## config.mk

```make
export PLATFORM = sky130hd
export DESIGN_NAME = dtw_query_scheduler
export DESIGN_NICKNAME = d
export VERILOG_FILES = /design/src/rtl/dtw_pkg.sv /design/src/rtl/dtw_rr_arbiter.sv /design/src/rtl/dtw_query_scheduler.sv
export SDC_FILE = /design/constraint.sdc
export NUM_CORES = 1
export LEC_CHECK = 0
export ABC_CLOCK_PERIOD_IN_PS = 3200
export CAP_MARGIN = 40
export CORE_MARGIN = 1.5
export CORE_UTILIZATION = 35
export DETAILED_ROUTE_END_ITERATION = 10
export HOLD_SLACK_MARGIN = 0.12
export PLACE_DENSITY = 0.78
export SKIP_LAST_GASP = 1
export SYNTH_ARGS = -nofsm -noshare
export SYNTH_HDL_FRONTEND = slang
export SYNTH_SLANG_ARGS = --single-unit
```

## constraint.sdc

```tcl
create_clock -name clk -period 3.2 [get_ports clk]
set_input_delay 0.32 -clock clk [delete_from_list [all_inputs] [get_ports clk]]
set_output_delay 0.32 -clock clk [all_outputs]
set_load 0.05 [all_outputs]
```

## src/rtl/dtw_pkg.sv

```systemverilog
// Shared definitions for the dtw_core query scheduler: dispatch FSM states and packet sizes.
package dtw_pkg;

  typedef enum logic [2:0] {
    ST_IDLE,
    ST_SELECT,
    ST_START,
    ST_STREAM,
    ST_PAD,
    ST_DRAIN,
    ST_DONE
  } disp_state_t;

  localparam int unsigned RES_WORDS = 3;

  function automatic int unsigned qpkt_words(input int unsigned sqg_size);
    return sqg_size + 1;
  endfunction

endpackage

```

## src/rtl/dtw_rr_arbiter.sv

```systemverilog
// Round-robin arbiter: grants the first request at/after the pointer; advance moves
// the pointer to one past the current grant.
module dtw_rr_arbiter #(
  parameter int unsigned N = 4
) (
  input  logic                 clk,
  input  logic                 rst,
  input  logic [N-1:0]         req,
  input  logic                 advance,
  output logic [N-1:0]         grant,
  output logic [$clog2(N)-1:0] grant_idx
);

  localparam int unsigned IW = $clog2(N);

  logic [IW-1:0] ptr;
  logic          found;
  int unsigned   idx;

  always_comb begin
    grant     = '0;
    grant_idx = '0;
    found     = 1'b0;
    idx       = 0;
    for (int unsigned k = 0; k < N; k++) begin
      idx = 32'(ptr) + k;
      if (idx >= N) idx = idx - N;
      if (!found && req[IW'(idx)]) begin
        found            = 1'b1;
        grant[IW'(idx)]  = 1'b1;
        grant_idx        = IW'(idx);
      end
    end
  end

  always_ff @(posedge clk or posedge rst) begin
    if (rst) begin
      ptr <= '0;
    end else if (advance) begin
      ptr <= (grant_idx == IW'(N - 1)) ? '0 : grant_idx + 1'b1;
    end
  end

endmodule

```

## src/rtl/dtw_query_scheduler.sv

```systemverilog
// Shares one query stream and one result stream between N_CORES dtw_core instances:
// packet dispatch to free loaded cores, packet-atomic merge of 3-word results.
module dtw_query_scheduler
  import dtw_pkg::*;
#(
  parameter int unsigned N_CORES    = 4,
  parameter int unsigned SQG_SIZE   = 250,
  parameter int unsigned AXIS_WIDTH = 32
) (
  input  logic                          clk,
  input  logic                          rst,
  input  logic                          in_valid,
  output logic                          in_ready,
  input  logic [AXIS_WIDTH-1:0]         in_data,
  input  logic                          in_last,
  input  logic [N_CORES-1:0]            core_busy,
  input  logic [N_CORES-1:0]            core_load_done,
  output logic [N_CORES-1:0]            core_rs,
  output logic [N_CORES-1:0]            core_wren,
  input  logic [N_CORES-1:0]            core_full,
  output logic [AXIS_WIDTH-1:0]         core_wdata,
  input  logic [N_CORES-1:0]            res_valid,
  output logic [N_CORES-1:0]            res_ready,
  input  logic [N_CORES*AXIS_WIDTH-1:0] res_data,
  output logic                          out_valid,
  input  logic                          out_ready,
  output logic [AXIS_WIDTH-1:0]         out_data,
  output logic                          out_last,
  output logic                          err_short,
  output logic                          err_long,
  output logic [31:0]                   q_dispatched
);

  localparam int unsigned IW         = $clog2(N_CORES);
  localparam int unsigned QPKT_WORDS = qpkt_words(SQG_SIZE);
  localparam int unsigned CW         = $clog2(QPKT_WORDS + 1);

  disp_state_t        state, state_nx;
  logic [IW-1:0]      sel;
  logic [CW-1:0]      wcnt;
  logic [N_CORES-1:0] reserved, busy_q, eligible, d_grant;
  logic [IW-1:0]      d_idx;
  logic               d_adv, wr, set_res, short_set, long_set, xfer, last_word;

  assign eligible  = core_load_done & ~core_busy & ~reserved;
  assign last_word = (wcnt == CW'(QPKT_WORDS - 1));

  // Pointer advances at SELECT to sel+1; nothing else selects before DONE, so this
  // matches updating it on packet completion.
  dtw_rr_arbiter #(.N(N_CORES)) u_disp_arb (
    .clk       (clk),
    .rst       (rst),
    .req       (eligible),
    .advance   (d_adv),
    .grant     (d_grant),
    .grant_idx (d_idx)
  );

  always_comb begin
    state_nx   = state;
    in_ready   = 1'b0;
    core_rs    = '0;
    core_wren  = '0;
    core_wdata = '0;
    wr         = 1'b0;
    set_res    = 1'b0;
    short_set  = 1'b0;
    long_set   = 1'b0;
    d_adv      = 1'b0;
    xfer       = 1'b0;
    unique case (state)
      ST_IDLE: if (in_valid && |eligible) state_nx = ST_SELECT;
      ST_SELECT: begin
        if (|d_grant) begin
          set_res  = 1'b1;
          d_adv    = 1'b1;
          state_nx = ST_START;
        end else begin
          state_nx = ST_IDLE;
        end
      end
      ST_START: begin
        if (core_busy[sel]) state_nx = ST_STREAM;
        else                core_rs[sel] = 1'b1;
      end
      ST_STREAM: begin
        in_ready = ~core_full[sel];
        xfer     = in_valid & ~core_full[sel];
        if (xfer) begin
          core_wren[sel] = 1'b1;
          core_wdata     = in_data;
          wr             = 1'b1;
          if (last_word) begin
            if (in_last) state_nx = ST_DONE;
            else begin
              long_set = 1'b1;
              state_nx = ST_DRAIN;
            end
          end else if (in_last) begin
            short_set = 1'b1;
            state_nx  = ST_PAD;
          end
        end
      end
      ST_PAD: begin
        if (!core_full[sel]) begin
          core_wren[sel] = 1'b1;
          wr             = 1'b1;
          if (last_word) state_nx = ST_DONE;
        end
      end
      ST_DRAIN: begin
        in_ready = 1'b1;
        if (in_valid && in_last) state_nx = ST_DONE;
      end
      ST_DONE: state_nx = ST_IDLE;
      default: state_nx = ST_IDLE;
    endcase
  end

  always_ff @(posedge clk or posedge rst) begin
    if (rst) begin
      state        <= ST_IDLE;
      sel          <= '0;
      wcnt         <= '0;
      reserved     <= '0;
      busy_q       <= '0;
      err_short    <= 1'b0;
      err_long     <= 1'b0;
      q_dispatched <= '0;
    end else begin
      state  <= state_nx;
      busy_q <= core_busy;
      // Falling busy frees a core; a same-cycle reservation of sel wins.
      reserved <= (reserved & ~(busy_q & ~core_busy)) | (set_res ? d_grant : '0);
      if (set_res) begin
        sel  <= d_idx;
        wcnt <= '0;
      end else if (wr) begin
        wcnt <= wcnt + 1'b1;
      end
      if (short_set)         err_short    <= 1'b1;
      if (long_set)          err_long     <= 1'b1;
      if (state == ST_DONE)  q_dispatched <= q_dispatched + 32'd1;
    end
  end

  logic               locked;
  logic [IW-1:0]      g;
  logic [1:0]         rcnt;
  logic [N_CORES-1:0] c_grant;
  logic [IW-1:0]      c_idx;
  logic               c_adv;

  assign c_adv = ~locked & |c_grant;

  dtw_rr_arbiter #(.N(N_CORES)) u_res_arb (
    .clk       (clk),
    .rst       (rst),
    .req       (res_valid),
    .advance   (c_adv),
    .grant     (c_grant),
    .grant_idx (c_idx)
  );

  always_comb begin
    out_valid = locked & res_valid[g];
    out_last  = locked & (rcnt == 2'(RES_WORDS - 1));
    out_data  = '0;
    res_ready = '0;
    for (int unsigned i = 0; i < N_CORES; i++) begin
      if (locked && IW'(i) == g) out_data = res_data[i*AXIS_WIDTH +: AXIS_WIDTH];
    end
    if (out_valid && out_ready) res_ready[g] = 1'b1;
  end

  always_ff @(posedge clk or posedge rst) begin
    if (rst) begin
      locked <= 1'b0;
      g      <= '0;
      rcnt   <= '0;
    end else if (!locked) begin
      if (|c_grant) begin
        locked <= 1'b1;
        g      <= c_idx;
        rcnt   <= '0;
      end
    end else if (out_valid && out_ready) begin
      if (rcnt == 2'(RES_WORDS - 1)) begin
        locked <= 1'b0;
        rcnt   <= '0;
      end else begin
        rcnt <= rcnt + 1'b1;
      end
    end
  end

endmodule

```

## Word-level counts from Yosys, hierarchy flattened

Cells that the tools add are included.

| storage, ports and cells | value |
|---|---|
| flip-flop bits (word level) | 64 |
| bits of input ports | 181 |
| output and inout bits | 113 |
| logic and storage cells | 262 |

| cells by class | value |
|---|---|
| $add $sub $neg | 19 |
| $lt $le $gt $ge | 28 |
| equal/unequal tests | 21 |
| mux-type cells | 122 |
| bitwise logic cells | 20 |
| reductions and logical operators | 39 |

Operator list:

| kind | number |
|---|---|
| $mux 32 | 6 |
| $mux 4 | 14 |
| $mux 2 | 24 |
| $mux 1 | 43 |
| $add 32x1->32 const B | 1 |
| $lt 2x3->1 const B | 10 |
| $or 4x4->4 | 7 |
| $mux 3 | 8 |
| $logic_and 1x1->1 | 23 |
| $bmux 1 s2 | 11 |
| $demux 1 s2 | 10 |
| $ge 2x1->1 const B | 10 |
| $ge 3x3->1 const B | 6 |
| $pmux 3 s6 | 1 |
| $and 4x4->4 | 4 |
| $mux 8 | 2 |
| $sub 2x1->2 const B | 8 |
| $add 2x2->3 const B | 4 |
| $ne 2x2->1 const B | 6 |
| $not 4->4 | 3 |
| $reduce_or 4->1 | 3 |
| $eq 3x3->1 const B | 3 |
| $add 8x1->8 const B | 1 |
| $eq 8x8->1 const B | 1 |
| other kinds (20) | 40 |

## Depth between registers and ports, before layout

Gate-level depths: netlist of the first run.

| depth | value |
|---|---|
| depth in word-level cells | 20 |
| mapped depth | 11 |
| gate-level depth less buffers | 9 |

## Cells and area by module

From an unflattened synthesis of the first run, not the netlist that was laid out.

| unflattened totals | value |
|---|---|
| cells, all modules | 506 |
| area total of the unflattened synthesis | 5223.8 um2 |

Modules (own cells, without submodules):

| module | instances | cells an instance | area an instance (um2) | seq. area each (um2) |
|---|---|---|---|---|
| dtw_query_scheduler | 1 | 393 | 4205.3 | 1501.4 |
| dtw_rr_arbiter at u_res_arb | 1 | 61 | 553.0 | 50.0 |
| dtw_rr_arbiter at u_disp_arb | 1 | 52 | 465.4 | 50.0 |

## Worst setup path before layout of the first run

OpenSTA, ideal clock, no wires.

| timing | value |
|---|---|
| path type | reg2out |
| from | register g[0] |
| to | output res_ready[1] |
| data arrival time | 2.633 ns |
| data required time | 2.880 ns |
| slack | 0.247 ns |
| cell stages (with the launch flop) | 5 |
| buffers on the path | 0 |
| path through | dfrtp_1 mux4_2 and2_1 nand2_1 nor3b_1 |

| between the ends | value |
|---|---|
| longest elaborated chain between the ends | 5 |
| elaborated cells between the ends (all ways) | 10 |
| those cells by class | 2 x order compare; 5 x mux; 1 x bitwise; 2 x reduce/logical |

Ends and longest elaborated chain:

| what | RTL line | RTL |
|---|---|---|
| start, declared | dtw_query_scheduler.sv:149 | `logic [IW-1:0] g;` |
| start signal, assigned | dtw_query_scheduler.sv:185 | `g <= c_idx;` |
| $bmux 1 s2 | dtw_query_scheduler.sv:167 | `out_valid = locked & res_valid[g];` |
| $mux 1 (implied by the code) | dtw_query_scheduler.sv:167 |  |
| $and 1x1->1 | dtw_query_scheduler.sv:167 |  |
| via out_valid | dtw_query_scheduler.sv:25 | `output logic out_valid,` |
| $logic_and 1x1->1 | dtw_query_scheduler.sv:174 | `if (out_valid && out_ready) res_ready[g] = 1'b1;` |
| $mux 4 | dtw_query_scheduler.sv:174 |  |
| end, declared | dtw_query_scheduler.sv:23 | `output logic [N_CORES-1:0] res_ready,` |

The timed path passes the listed nets, and every way through them passes these cells. The select of a mux whose other input is x is not followed.

## Final worst setup path of the first run

| timing | value |
|---|---|
| from | register state[1] |
| to | output core_rs[0] |

| between the ends | value |
|---|---|
| longest elaborated chain between the ends | 2 |

Ends and longest elaborated chain:

| what | RTL line | RTL |
|---|---|---|
| start, declared | dtw_query_scheduler.sv:38 | `disp_state_t state, state_nx;` |
| start signal, assigned | dtw_query_scheduler.sv:132 | `state <= state_nx;` |
| $eq 3x2->1 | dtw_query_scheduler.sv:71 | `unique case (state)` |
| $mux 4 | dtw_query_scheduler.sv:71 |  |
| end, declared | dtw_query_scheduler.sv:18 | `output logic [N_CORES-1:0] core_rs,` |

No other way between the ends.

==> results of run 1 <==
power by group:
part	switching (µW)	internal (µW)
combinational	2930	2090
clock	369	602
sequential	235	971
total	3530	3660
registers in the layout (all words and copies together), names as in the netlist, named ones only:
| register | cells |
|---|---|
| busy_q | 4 |
| err_long | 1 |
| err_short | 1 |
| g | 2 |
| locked | 1 |
| q_dispatched | 32 |
| rcnt | 2 |
| reserved | 4 |
| sel | 2 |
| state | 3 |
| u_disp_arb.ptr | 1 |
| u_res_arb.ptr | 1 |
| wcnt | 8 |
layer usage:
layer  track usage, %  routed length, µm  up-vias
met5                0                  0        -
met4             10.1                743        0
met3             7.67               1590       35
met2             42.4               9610      225
met1             28.3               7020     2506
li1                 -                  -     2507
stage by stage:
step           cells  hold WS, ns  area [µm²]
2_1_floorplan    518        0.351        5140
3_3_place_gp     992        0.446        8660
3_5_place_dp     993        0.463        8680
4_1_cts         1009        0.259        8980
5_1_grt         1015        0.271        8990
6_report        1015        0.247        8990
worst min path at each step:
stage | cells past startpoint | slack, ns | end
after detailed placement | 1 | 0.46 | err_short$_DFFE_PP0P_
after global routing | 2 | 0.27 | err_short$_DFFE_PP0P_
final | 2 | 0.25 | q_dispatched[29]$_DFFE_PP0N_
after CTS | 2 | 0.26 | err_short$_DFFE_PP0P_
after floorplan | 0 | 0.35 | busy_q[0]$_DFF_PP0_
after global placement | 1 | 0.45 | err_long$_DFFE_PP0P_
cell usage in the layout, fill, tap and decap left out, types with 3 or more instances in the layout:
master and n:
sky130_fd_sc_hd__or3b_1 5, sky130_fd_sc_hd__buf_12 39, sky130_fd_sc_hd__dfrtp_1 63, sky130_fd_sc_hd__a211oi_1 3, sky130_fd_sc_hd__nor2_1 39, sky130_fd_sc_hd__nand2_1 32, sky130_fd_sc_hd__nor2b_1 3, sky130_fd_sc_hd__nand4b_1 3
sky130_fd_sc_hd__clkdlybuf4s50_1 220, sky130_fd_sc_hd__a21oi_1 16, sky130_fd_sc_hd__nor3_1 12, sky130_fd_sc_hd__diode_2 6, sky130_fd_sc_hd__mux2i_1 6, sky130_fd_sc_hd__and4_1 3, sky130_fd_sc_hd__and2_1 67, sky130_fd_sc_hd__nand4_1 15
sky130_fd_sc_hd__nor4_1 4, sky130_fd_sc_hd__o22ai_1 3, sky130_fd_sc_hd__o21ai_0 21, sky130_fd_sc_hd__clkbuf_16 9, sky130_fd_sc_hd__buf_4 57, sky130_fd_sc_hd__and3_1 8, sky130_fd_sc_hd__ha_1 16, sky130_fd_sc_hd__inv_1 18
sky130_fd_sc_hd__o211ai_1 3, sky130_fd_sc_hd__nor3b_1 8, sky130_fd_sc_hd__mux2_2 6, sky130_fd_sc_hd__a22oi_1 4, sky130_fd_sc_hd__xnor2_1 26, sky130_fd_sc_hd__nand3_1 14, sky130_fd_sc_hd__xor2_1 14, sky130_fd_sc_hd__or2_2 4
sky130_fd_sc_hd__mux4_2 39
critical path: stages (launching register included):
cell                              delay, ns
sky130_fd_sc_hd__dfrtp_1               0.54
sky130_fd_sc_hd__nor3b_1               0.28
sky130_fd_sc_hd__o21ai_0               0.16
sky130_fd_sc_hd__a221o_1               0.34
sky130_fd_sc_hd__nor3_1                0.15
sky130_fd_sc_hd__clkdlybuf4s50_1       0.83
final cells by class:
class	instances	area, µm²	share of cell area [%]
repair buffers	316	3410	37.9
multi-input cells	410	3360	37.4
flip-flops and latches	64	1600	17.8
well taps	184	230	2.56
clock buffers	9	225	2.50
clock inverters	7	72.6	0.807
inverters	19	71.3	0.793
diodes	6	15.0	0.167
kinds of logic (layout without fill, tap and decap cells):
| group | after synthesis | count (layout) | share of synthesized area [%] |
|---|---|---|---|
| DFF | 64 | 64 | 31.1 |
| muxes | 52 | 52 | 19.8 |
| buffers and inverters | 44 | 351 | 3.45 |
| AOI/OAI and AO/OA | 72 | 72 | 9.46 |
| other | 0 | 6 | 0 |
| adders and majority gates | 16 | 16 | 3.89 |
| and+or+nand+nor | 230 | 230 | 25.5 |
| xor gates and xnor gates | 40 | 40 | 6.81 |
==> results, run 1 <==
- The critical path startpoint category is a flip-flop.
- Yosys printed 0 warnings.
- The endpoint identified for the worst register-to-register timing path is sel[0]$_DFFE_PP0N_.
- The commonest cells after synthesis are sky130_fd_sc_hd__and2_1, sky130_fd_sc_hd__dfrtp_1, sky130_fd_sc_hd__mux4_2, sky130_fd_sc_hd__nor2_1, sky130_fd_sc_hd__nand2_1.
- The number of unique standard cell types used by synthesis is 62.
- The transition time of the tightest slew-check pin is 0.607 ns.
- The total negative slack is 0 ns.
- Counting flops and latches in the post-synthesis netlist gives 64.
- The effective utilization at floorplan is 35.7%.
- The worst-case vdd ir drop is 0.479 mV.
- Across every metal layer, demand over resource in global routing totals about a quarter.
- The commonest register cell after synthesis is sky130_fd_sc_hd__dfrtp_1.
- The clock transition at the registers of the reported paths is 0.06 ns.
- Once detail routing completed, the nets flagged for antenna violations numbered 0.
- The number of hold violations in the final report is 0.
- The ratio of cells with drive above 1 in the final layout is 20.8%.
- The maximum number of pins on one net before global-route repair is 38.
- Input and output buffers added on the ports amount to 293.
- Sorting the synthesized cells by area gives the leading types as sky130_fd_sc_hd__dfrtp_1, sky130_fd_sc_hd__mux4_2, sky130_fd_sc_hd__and2_1.
- Counting the buffers created by CTS gives 9.
- The smallest clock period supported by the final layout is computed as 2.94 ns.
- The share of synthesized area occupied by flip-flops and latches is between 30% and 40%.
- The die covers 15,400 µm².
- For the worst-skew pair, the clock arrives at the later sink with an insertion delay of 0.33 ns.
- The post-synth design cell area is 5140 µm².
- Setup repair after global routing left no endpoint under its margin.
- Tracing the worst setup path back leads to its startpoint at state[1]$_DFFE_PP0P_.
- In this run the vertical extent of the chip is approximately 120 µm.
- The first detailed-routing pass took 4 iterations.
- Of the available clock period, the critical path in the final layout requires between 90% and 100%.
- Dividing total power by cell area gives a power density of between 700 and 800 nW/µm².
- Summing internal, switching and leakage power gives slightly above 7000 µW.
- After clock tree synthesis, the setup repair step added 0 buffers.
- The DRC violation total after the first TritonRoute iteration is roughly 280.
- For this design the top-level I/O count stands at 294.
- The tool flagged a number of max-cap violations equal to 0.
- The congestion estimate from routability-driven global placement came to roughly 0.89.
- The worst hold path belongs to the class input pin to asynchronous set/reset pin.
- The pre-CTS setup slack is 0.175 ns.
- The number of design rule violations left after detail routing is 0.
- The filler cells instantiated in the layout total 1,205.
- The number of antenna violations at the first check in global routing is 6.
- The mean routed wirelength per cell is 18.7 µm.
- Buffers inserted to repair hold after CTS numbered 0.
- The flow ran to the end, and the final reports show no timing, DRC or antenna violations.
- The number of cells on the worst reg-to-reg path is 9.
- In this run the number of H-tree levels came out at 3.
- The routed wire length is 19,000 µm.
- The wire length of the first global-routing pass is 29,800 µm.
- The utilization after layout is 62.3%.
- The final setup slack of the worst path is 0.260 ns.
- Summed over all instances, the cell type with the most area after synthesis is sky130_fd_sc_hd__dfrtp_1.
- The clock tree from TritonCTS is done.
- The die is 124 µm wide.
- The setup violation total in the final timing report is 0.
- At the worst endpoint, the required time is 2.88 ns.
- Clock tree synthesis selected as its root buffer the cell sky130_fd_sc_hd__clkbuf_16.
- The via count of the first global-routing pass is 5,306.
- The wire-length estimate of the detail-placed layout is 15,700 µm.
- The maximum root-to-sink buffer count is 2.
- The number of slew-limit violations in the final report is 0.
- The synthesized netlist cell count is between 500 and 600.
- The total core area is approximately 14,000 µm².
- The static leakage power is 0.00367 µW.
- After global routing the overflow that remains totals 0.
- After the last flow step, the layout net total stands at 1,017.
- The most common cell in the synthesized netlist is sky130_fd_sc_hd__and2_1.
- The synthesized design contains 0 enable-type register cells.
- Post-CTS repair changed the size of 0 cells.
- The synthesis-to-finish area growth is 74.8%.
- The most critical setup path has its endpoint at core_rs[0].
- The nature of the critical path endpoint is an output port.
- At the worst endpoint, the arrival time is 2.62 ns.
- Based on the critical path, the design can be clocked at up to 0.340 GHz.
- Headroom to the max-slew limit came out at 59.0%.
- The setup slack on the worst flop-to-flop path is around 0.40 ns.
- Along the worst path, the maximum fanout reaches 12.
- The critical setup path kind is flip-flop to output port.
- Dividing the synthesized area by the synthesized cell count gives 9.93 µm².
- The synthesized netlist net count is just over 700.
- The vias per cell is around 5.2.
- The total number of clock tree sinks is 64.
- Across the routed clock network, the largest skew measured is 0.00745 ns.
- Summing over every cut layer, the via total after detailed routing is 5,273.
- For this run, asynchronously set or reset flops after synthesis account for 100%.
- The floorplan has 44 rows.
- The top cell type's share of synthesized area is between 30 and 40%.
No activity file was read; power rests on OpenSTA's default activity.
==> inputs of run 2 (changes only) <==
- CORE_ASPECT_RATIO: not set -> 1.25
==> run 2 against run 1 <==
Net effect: sequential share of layout area about the same; first-iteration DRC count is 20% lower; worst setup slack better by 0.033 ns; sequential cell count unchanged; sequential power about the same; global-route usage increased by 1.1 points; design area is essentially flat; final cell count decreased by 0.30%; clock-buffer cell count up 4; die area barely moved; critical path depth grew 4; critical endpoint is now sel[0]$_DFFE_PP0N_.
==> results, run 2 (synthesis results as in run 1) <==
- The total number of clock tree sinks is 64.
- TritonCTS built the clock tree.
- The initial utilization of the core area, before any placement, comes to 35.9%.
- The pre-CTS setup slack is 0.135 ns.
- The total buffers and inverters traversed by the critical path is 2.
- The minimum clock period after layout is 2.91 ns.
- The mean routed wirelength per cell is between 15 and 20 µm.
- Clock tree synthesis inserted a total of 9 buffers.
- The number of hold violations in the final report is 0.
- The via count of the first global-routing pass is 5,690.
- The proportion of power drawn by flip-flops and latches is between 15 and 20%.
- In this run the worst path has a maximum fanout of 13.
- The largest register by flop count is q_dispatched.
- The slowest library cell on the worst path is sky130_fd_sc_hd__dfrtp_1.
- Based on the critical path, the design can be clocked at up to about 0.34 GHz.
- Setup repair after global routing left no endpoint under its margin.
- The critical path goes through inv_1 > ha_1 > nor3_1 > buf_4 > or3b_4 > a31oi_4 > nor4_4 > a21oi_4 > mux2_1.
- The worst register-to-register path has a depth of 9.
- The height of the chip is 139 µm.
- The clock transition at the registers of the reported paths is 0.06 ns.
- In the global route stage, overall resource usage came out at 25.7%.
- The arrival time of data at the critical path endpoint is 3.11 ns.
- The max-cap violation count is 0.
- The worst-case IR drop observed on VDD is 0.780 mV.
- The setup violation total in the final timing report is 0.
- The switching power total is between 3000 and 4000 µW.
- The number of slew-limit violations in the final report came to 0.
- The kind of cell with the highest combined delay on the critical path is flip-flops.
- The critical setup path kind is flip-flop to flip-flop.
- The combinational power share is 69.4%.
- The class of the most critical hold timing path is input pin to asynchronous set/reset pin.
- On the worst path, the slowest cell contributes a delay of 0.65 ns.
- The die span in x is 111 µm.
- The first global-routing pass estimated ~31,000 µm of wire.
- For this run, the share of the core covered by cells in the final layout is a little over three fifths.
- Leaving out fill and tap cells, the most frequent cells in the layout are sky130_fd_sc_hd__clkdlybuf4s50_1, sky130_fd_sc_hd__and2_1, sky130_fd_sc_hd__dfrtp_1.
- In this run switching power makes up 48.9% of total power.
- Adding up every negative setup slack in the final design gives 0 ns.
- The total number of placement rows is slightly below 50.
- For the worst setup path, the data required time is 3.40 ns.
- Of the cells placed in the final design, the portion with a size suffix greater than 1 is a little over 20%.
- The latest clock arrival within the worst-skew pair is 0.33 ns.
- The number of design rule violations left after detail routing is 0.
- The total die area is roughly 15,000 µm².
- The detailed router placed 5,336 vias in this run.
- Leaving out fill and tap cells, the most frequent cell in the layout is sky130_fd_sc_hd__clkdlybuf4s50_1.
- For this run, the post-layout net count is 1,016.
- Clock tree synthesis selected as its root buffer the cell sky130_fd_sc_hd__clkbuf_16.
- The flow ran to the end, and the final reports show no timing, DRC or antenna violations.
- The detail route stage leaves a number of antenna-violating nets equal to 0.
- The number of antenna violations at the first check in global routing was 17.
- The total area inside the core boundary comes to about 14,000 µm².
- The critical path startpoint category is a flip-flop.
- Entering global routing, the biggest net connects 38 pins.
- The count of buffers added on input and output ports is 293.
- The power density over the cells is 804 nW/µm².
- The pre-antenna-repair detailed-routing pass consisted of 4 iterations.
- The worst clock skew is 0.00811 ns.
- At the end of routability-driven placement, the weighted congestion stood at 0.884.
- The number of H-tree branching levels is 3.
- Headroom to the max-slew limit came out at 50.0%.
- The placed wire-length estimate is between 15,000 and 20,000 µm.
- Hold timing on the final database bottoms out at a slack of 0.316 ns.
- Buffers added to address setup during post-CTS repair amount to 0.
- Dividing the detail-routed via count by the number of cells gives 5.27.
- Of the total power, the clock network draws 13.5%.
- The total overflow reported by the global router is 0.
- The largest registers in the layout are q_dispatched: 32 flops, wcnt: 8 flops.
- For the pin with the worst max-slew slack, the measured transition is roughly 0.74 ns.
- Counting the fill cells in the layout gives 1,182.
- In this run the deepest clock path goes through 2 buffers.
- After clock tree synthesis, the repair step resized 0 gates.
- The flip-flop count of the largest register after layout is 32.
- The nature of the critical path endpoint is a flip-flop.
- In the finished design, the share of the clock period the worst path needs comes to 90.8%.
- In this run, post-CTS hold repair placed 0 buffers.
- For this design the static power due to leakage is around 0.0037 µW.
- The internal power of the cells is 3700 µW.
- The final setup slack of the worst path is 0.293 ns.
- In this run the count of I/O pins placed on the die edge is 294.
- The detailed router finished its first iteration with 225 violations.
- The critical path runs through a total of 9 cells.
- The synthesis-to-finish area growth is 75.0%.
- The routed design has approximately 20,000 µm of wire.
-- run 2: cell types whose count changed in the layout (fill, tap and decap cells not counted), sizes merged --
cell           previous run  this run
clkdlybuf4s50           220       219
diode                     6        10
clkinvlp                  2         0
clkinv                    4         2
clkbuf                    9        13
-- run 2: metal layers --
| layer | up-vias | track usage [%] | wire, µm |
|---|---|---|---|
| met5 | - | 0 | 92 |
| met4 | 14 | 7.93 | 536 |
| met3 | 44 | 15.2 | 2590 |
| met2 | 226 | 44.3 | 9820 |
| met1 | 2541 | 25.9 | 6730 |
| li1 | 2511 | - | - |
-- run 2: path summary, 6_finish.rpt --
check	end	slack, ns
hold reg to reg	q_dispatched[31]$_DFFE_PP0N_	0.47
setup / recovery	sel[0]$_DFFE_PP0N_	0.29
max in group asynchronous	q_dispatched[17]$_DFFE_PP0N_	2.19
min in group clk	q_dispatched[31]$_DFFE_PP0N_	0.47
hold / removal	reserved[1]$_DFF_PP0_	0.32
setup reg to reg	sel[0]$_DFFE_PP0N_	0.29
-- run 2: final cells by class --
cell class	count	area [µm²]	share of cell area [%]
Clock buffer	13	260	2.89
Tap cell	178	223	2.47
Timing Repair Buffer	315	3410	37.9
Inverter	19	71.3	0.792
Clock inverter	3	40.0	0.445
Sequential cell	64	1600	17.8
Antenna cell	10	25.0	0.278
Multi-Input combinational cell	410	3360	37.4
-- run 2: worst reg2reg max path, cell delays in order, from the launching register on --
cell and delay (ns):
sky130_fd_sc_hd__dfrtp_1 0.65, sky130_fd_sc_hd__inv_1 0.12, sky130_fd_sc_hd__ha_1 0.45, sky130_fd_sc_hd__nor3_1 0.10, sky130_fd_sc_hd__buf_4 0.17, sky130_fd_sc_hd__or3b_4 0.42, sky130_fd_sc_hd__a31oi_4 0.23, sky130_fd_sc_hd__nor4_4 0.07
sky130_fd_sc_hd__a21oi_4 0.22, sky130_fd_sc_hd__mux2_1 0.35
-- run 2: power groups by stage --
stage	combinational [µW]	sequential, µW	clock [µW]
finish	5020	1240	980
global route	5330	1270	1030
CTS	5020	1240	997
detailed placement	5010	1250	0
global placement	4950	1240	0
floorplan	3460	1220	0
-- run 2: per-stage QoR --
step,cell area [µm²],total power (µW),std cells
floorplan,5140,4680,518
global placement,8670,6190,986
detailed placement,8670,6260,986
CTS,8970,7260,1002
global route,8980,7640,1003
finish,9000,7240,1012
==> inputs of run 3 (changes only) <==
- CORE_MARGIN: 1.5 -> not set
==> run 3 against run 2 <==
Net effect: sequential cell count unchanged; first-iteration DRC count increased by 62%; register-to-register slack improved by 0.06 ns; critical path type is now flip-flop to output port; global-route usage decreased by 0.057 points; total power increased by 2.0%; sequential share of layout area decreased by 0.23 points; clock skew about the same; worst hold slack got worse by 0.089 ns; die area decreased by 1.6%; worst setup slack improved by 0.043 ns; via count decreased by 0.15%; clock-buffer cell count decreased by 2.
==> results, run 3 (synthesis results as in run 1) <==
- Data on the critical path arrives at its endpoint at approximately 2.5 ns.
- Port buffering added 293 buffers.
- The setup slack on the worst flop-to-flop path is 0.35 ns.
- The internal power of the cells totals 3850 µW.
- Across the run, the number of max-cap violations was 0.
- The largest fanout on the critical path is 8.
- The number of nets in the finished design is 1,017.
- Summed over all failing endpoints, the final setup total negative slack is 0 ns.
- Combinational logic burns 69.3% of the power.
- Relative to the synthesized area, the layout overhead comes to 77.3%.
- For this block, the via count after detailed routing is 5,328.
- Of the total power, the share spent switching nets is between 40% and 50%.
- Leaving out fill and tap cells, the most frequent cell in the layout is sky130_fd_sc_hd__clkdlybuf4s50_1.
- In this run the clock root is driven by a sky130_fd_sc_hd__clkbuf_16.
- The global-route total usage across every layer is 25.6%.
- The initial utilization of the core area, before any placement, comes to 35.9%.
- The total number of placement rows is 49.
- Once placement completed, the tool counted placed cells totaling ~1,000.
- The switching power total is about 3500 µW.
- Clock latency on the worst-skew pair, taken at its later pin, is 0.33 ns.
- The total die area is 15,200 µm².
- The die span in x is about 110 µm.
- The via count of the first global-routing pass is 5,468.
- The first global-routing pass estimated 30,100 µm of wire.
- Using the TritonRoute via totals, the vias-per-cell ratio works out to 5.24.
- CTS built an H-tree with a depth of 3.
- Counting the buffers created by CTS gives 9.
- The number of slew-limit violations in the final report came to 0.
- The run finished with clean final reports.
- The detailed router finished its first iteration with 364 violations.
- Of the total power, registers draw 16.5%.
- The clock tree from TritonCTS is done.
- The class of the most critical hold timing path is input pin to asynchronous set/reset pin.
- Dividing total power by cell area gives a power density of a little over 800 nW/µm².
- The ratio of cells with drive above 1 in the final layout is a little under a fifth.
- The antenna violation net count after detailed routing is 0.
- The routability congestion estimate from global placement is 0.934.
- Summed over all layers, the routed wires come to 19,700 µm.
- Entering global routing, the biggest net connects 40 pins.
- The clock arrives with 0.00813 ns of skew.
- The setup violation total in the final timing report is 0.
- In this run the post-CTS setup repair buffer count came out at 0.
- The number of hold violations in the final report is 0.
- The timing-limited maximum frequency is 0.349 GHz.
- The worst pin sits at a relative slew slack of 49.0%.
- The floorplan step set the die height to 138 µm.
- The minimum clock period after layout is 2.86 ns.
- The number of gates resized after cts is 0.
- The top cell types in the final layout, fill and taps aside, are sky130_fd_sc_hd__clkdlybuf4s50_1, sky130_fd_sc_hd__and2_1, sky130_fd_sc_hd__dfrtp_1.
- Counting every sink on the clock net gives 64.
- The cell area after placement is between 8000 and 9000 µm².
- Counting cells, the worst reg-to-reg path comes to 8.
- Setup repair after global routing left no endpoint under its margin.
- The core region is 14,300 µm².
- In the final routed layout, each cell accounts on average for between 15 and 20 µm.
- The share of the clock period used by the worst path after layout is between 80% and 90%.
- For this run, design rule violations remaining after detail routing come to 0.
- The longest clock path from root to sink contains 2 buffers.
- The static leakage power is 0.00367 µW.
- The critical path startpoint category is a flip-flop.
- After legalization and detailed placement, the total HPWL measured 16,400 µm.
- The total overflow left after global routing is 0.
- After clock tree synthesis, the clock-pin slew on the worst setup and hold paths is 0.06 ns.
- STA classifies the critical path endpoint as an output port.
- The hold-fix buffer count after cts is 0.
- At the pin with the least slew margin, the transition time is 0.755 ns.
- Summing all non-filler instances in the final layout gives an area of 9120 µm².
- The register with the most flip-flops in the layout has 32 of them.
- The number of antenna violations at the first check in global routing is 19.
- The largest registers in the layout are q_dispatched: 32 flops, wcnt: 8 flops.
- The top-level port count is 294.
- The largest register by flop count is q_dispatched.
- The critical setup path kind is flip-flop to output port.
- Across the VDD grid, the largest voltage drop is slightly above 0.8 mV.
- The first detailed-routing pass took 6 iterations.
- The number of standard cells in the final layout excluding fillers is 1,016.
- The part of the total power dissipated in the clock network is 14.2%.
- The data required time at the worst endpoint is 2.88 ns.
## run 3: critical path: stages (launching register included)
cell                              delay [ns]
sky130_fd_sc_hd__dfrtp_1                0.49
sky130_fd_sc_hd__mux4_2                 0.61
sky130_fd_sc_hd__o21ai_0                0.17
sky130_fd_sc_hd__and2_1                 0.14
sky130_fd_sc_hd__clkdlybuf4s50_1        0.80
## run 3: final cells by class
type / count / area, µm²
Clock buffer: 11 / 243
Antenna cell: 13 / 32.5
Timing Repair Buffer: 316 / 3500
Sequential cell: 64 / 1600
Fill cell: 1173 / 5230
Multi-Input combinational cell: 410 / 3360
Tap cell: 178 / 223
Inverter: 19 / 71.3
Clock inverter: 5 / 80.1
## run 3: per-layer routing
metal	vias to the layer above	global-route usage [%]	part of all wire [%]
met3	43	13.2	12
met4	12	8.37	2.8
met5	-	0	0.43
met1	2526	26.9	34
li1	2509	-	-
met2	238	44.4	50
## run 3: final timing paths
| path | startpoint | end |
|---|---|---|
| max | sel[0]$_DFFE_PP0N_ | in_ready |
| min | rst | wcnt[1]$_DFFE_PP0P_ |
| max reg2reg | u_res_arb.ptr[1]$_DFFE_PP0P_ | g[0]$_DFFE_PP0P_ |
| min reg2reg | err_long$_DFFE_PP0P_ | err_long$_DFFE_PP0P_ |
| max in group asynchronous | rst | q_dispatched[15]$_DFFE_PP0N_ |
| min in group clk | err_long$_DFFE_PP0P_ | err_long$_DFFE_PP0P_ |
## run 3: stage by stage
step | setup slack, ns | utilization (%) | hold slack [ns] | power [µW]
floorplan | 0.247 | - | 0.351 | 4680
global placement | 0.229 | 60.8 | 0.445 | 6210
detailed placement | 0.137 | 61.1 | 0.444 | 6340
CTS | 0.324 | 63.3 | 0.218 | 7410
global route | 0.168 | 63.4 | 0.230 | 7780
finish | 0.336 | 63.6 | 0.227 | 7380
## run 3: power groups by stage
stage / clock, µW / combinational (µW) / sequential, µW
global route: 1100 / 5430 / 1250
detailed placement: 0 / 5110 / 1230
global placement: 0 / 4990 / 1230
CTS: 1070 / 5120 / 1210
floorplan: 0 / 3460 / 1220
finish: 1050 / 5120 / 1220
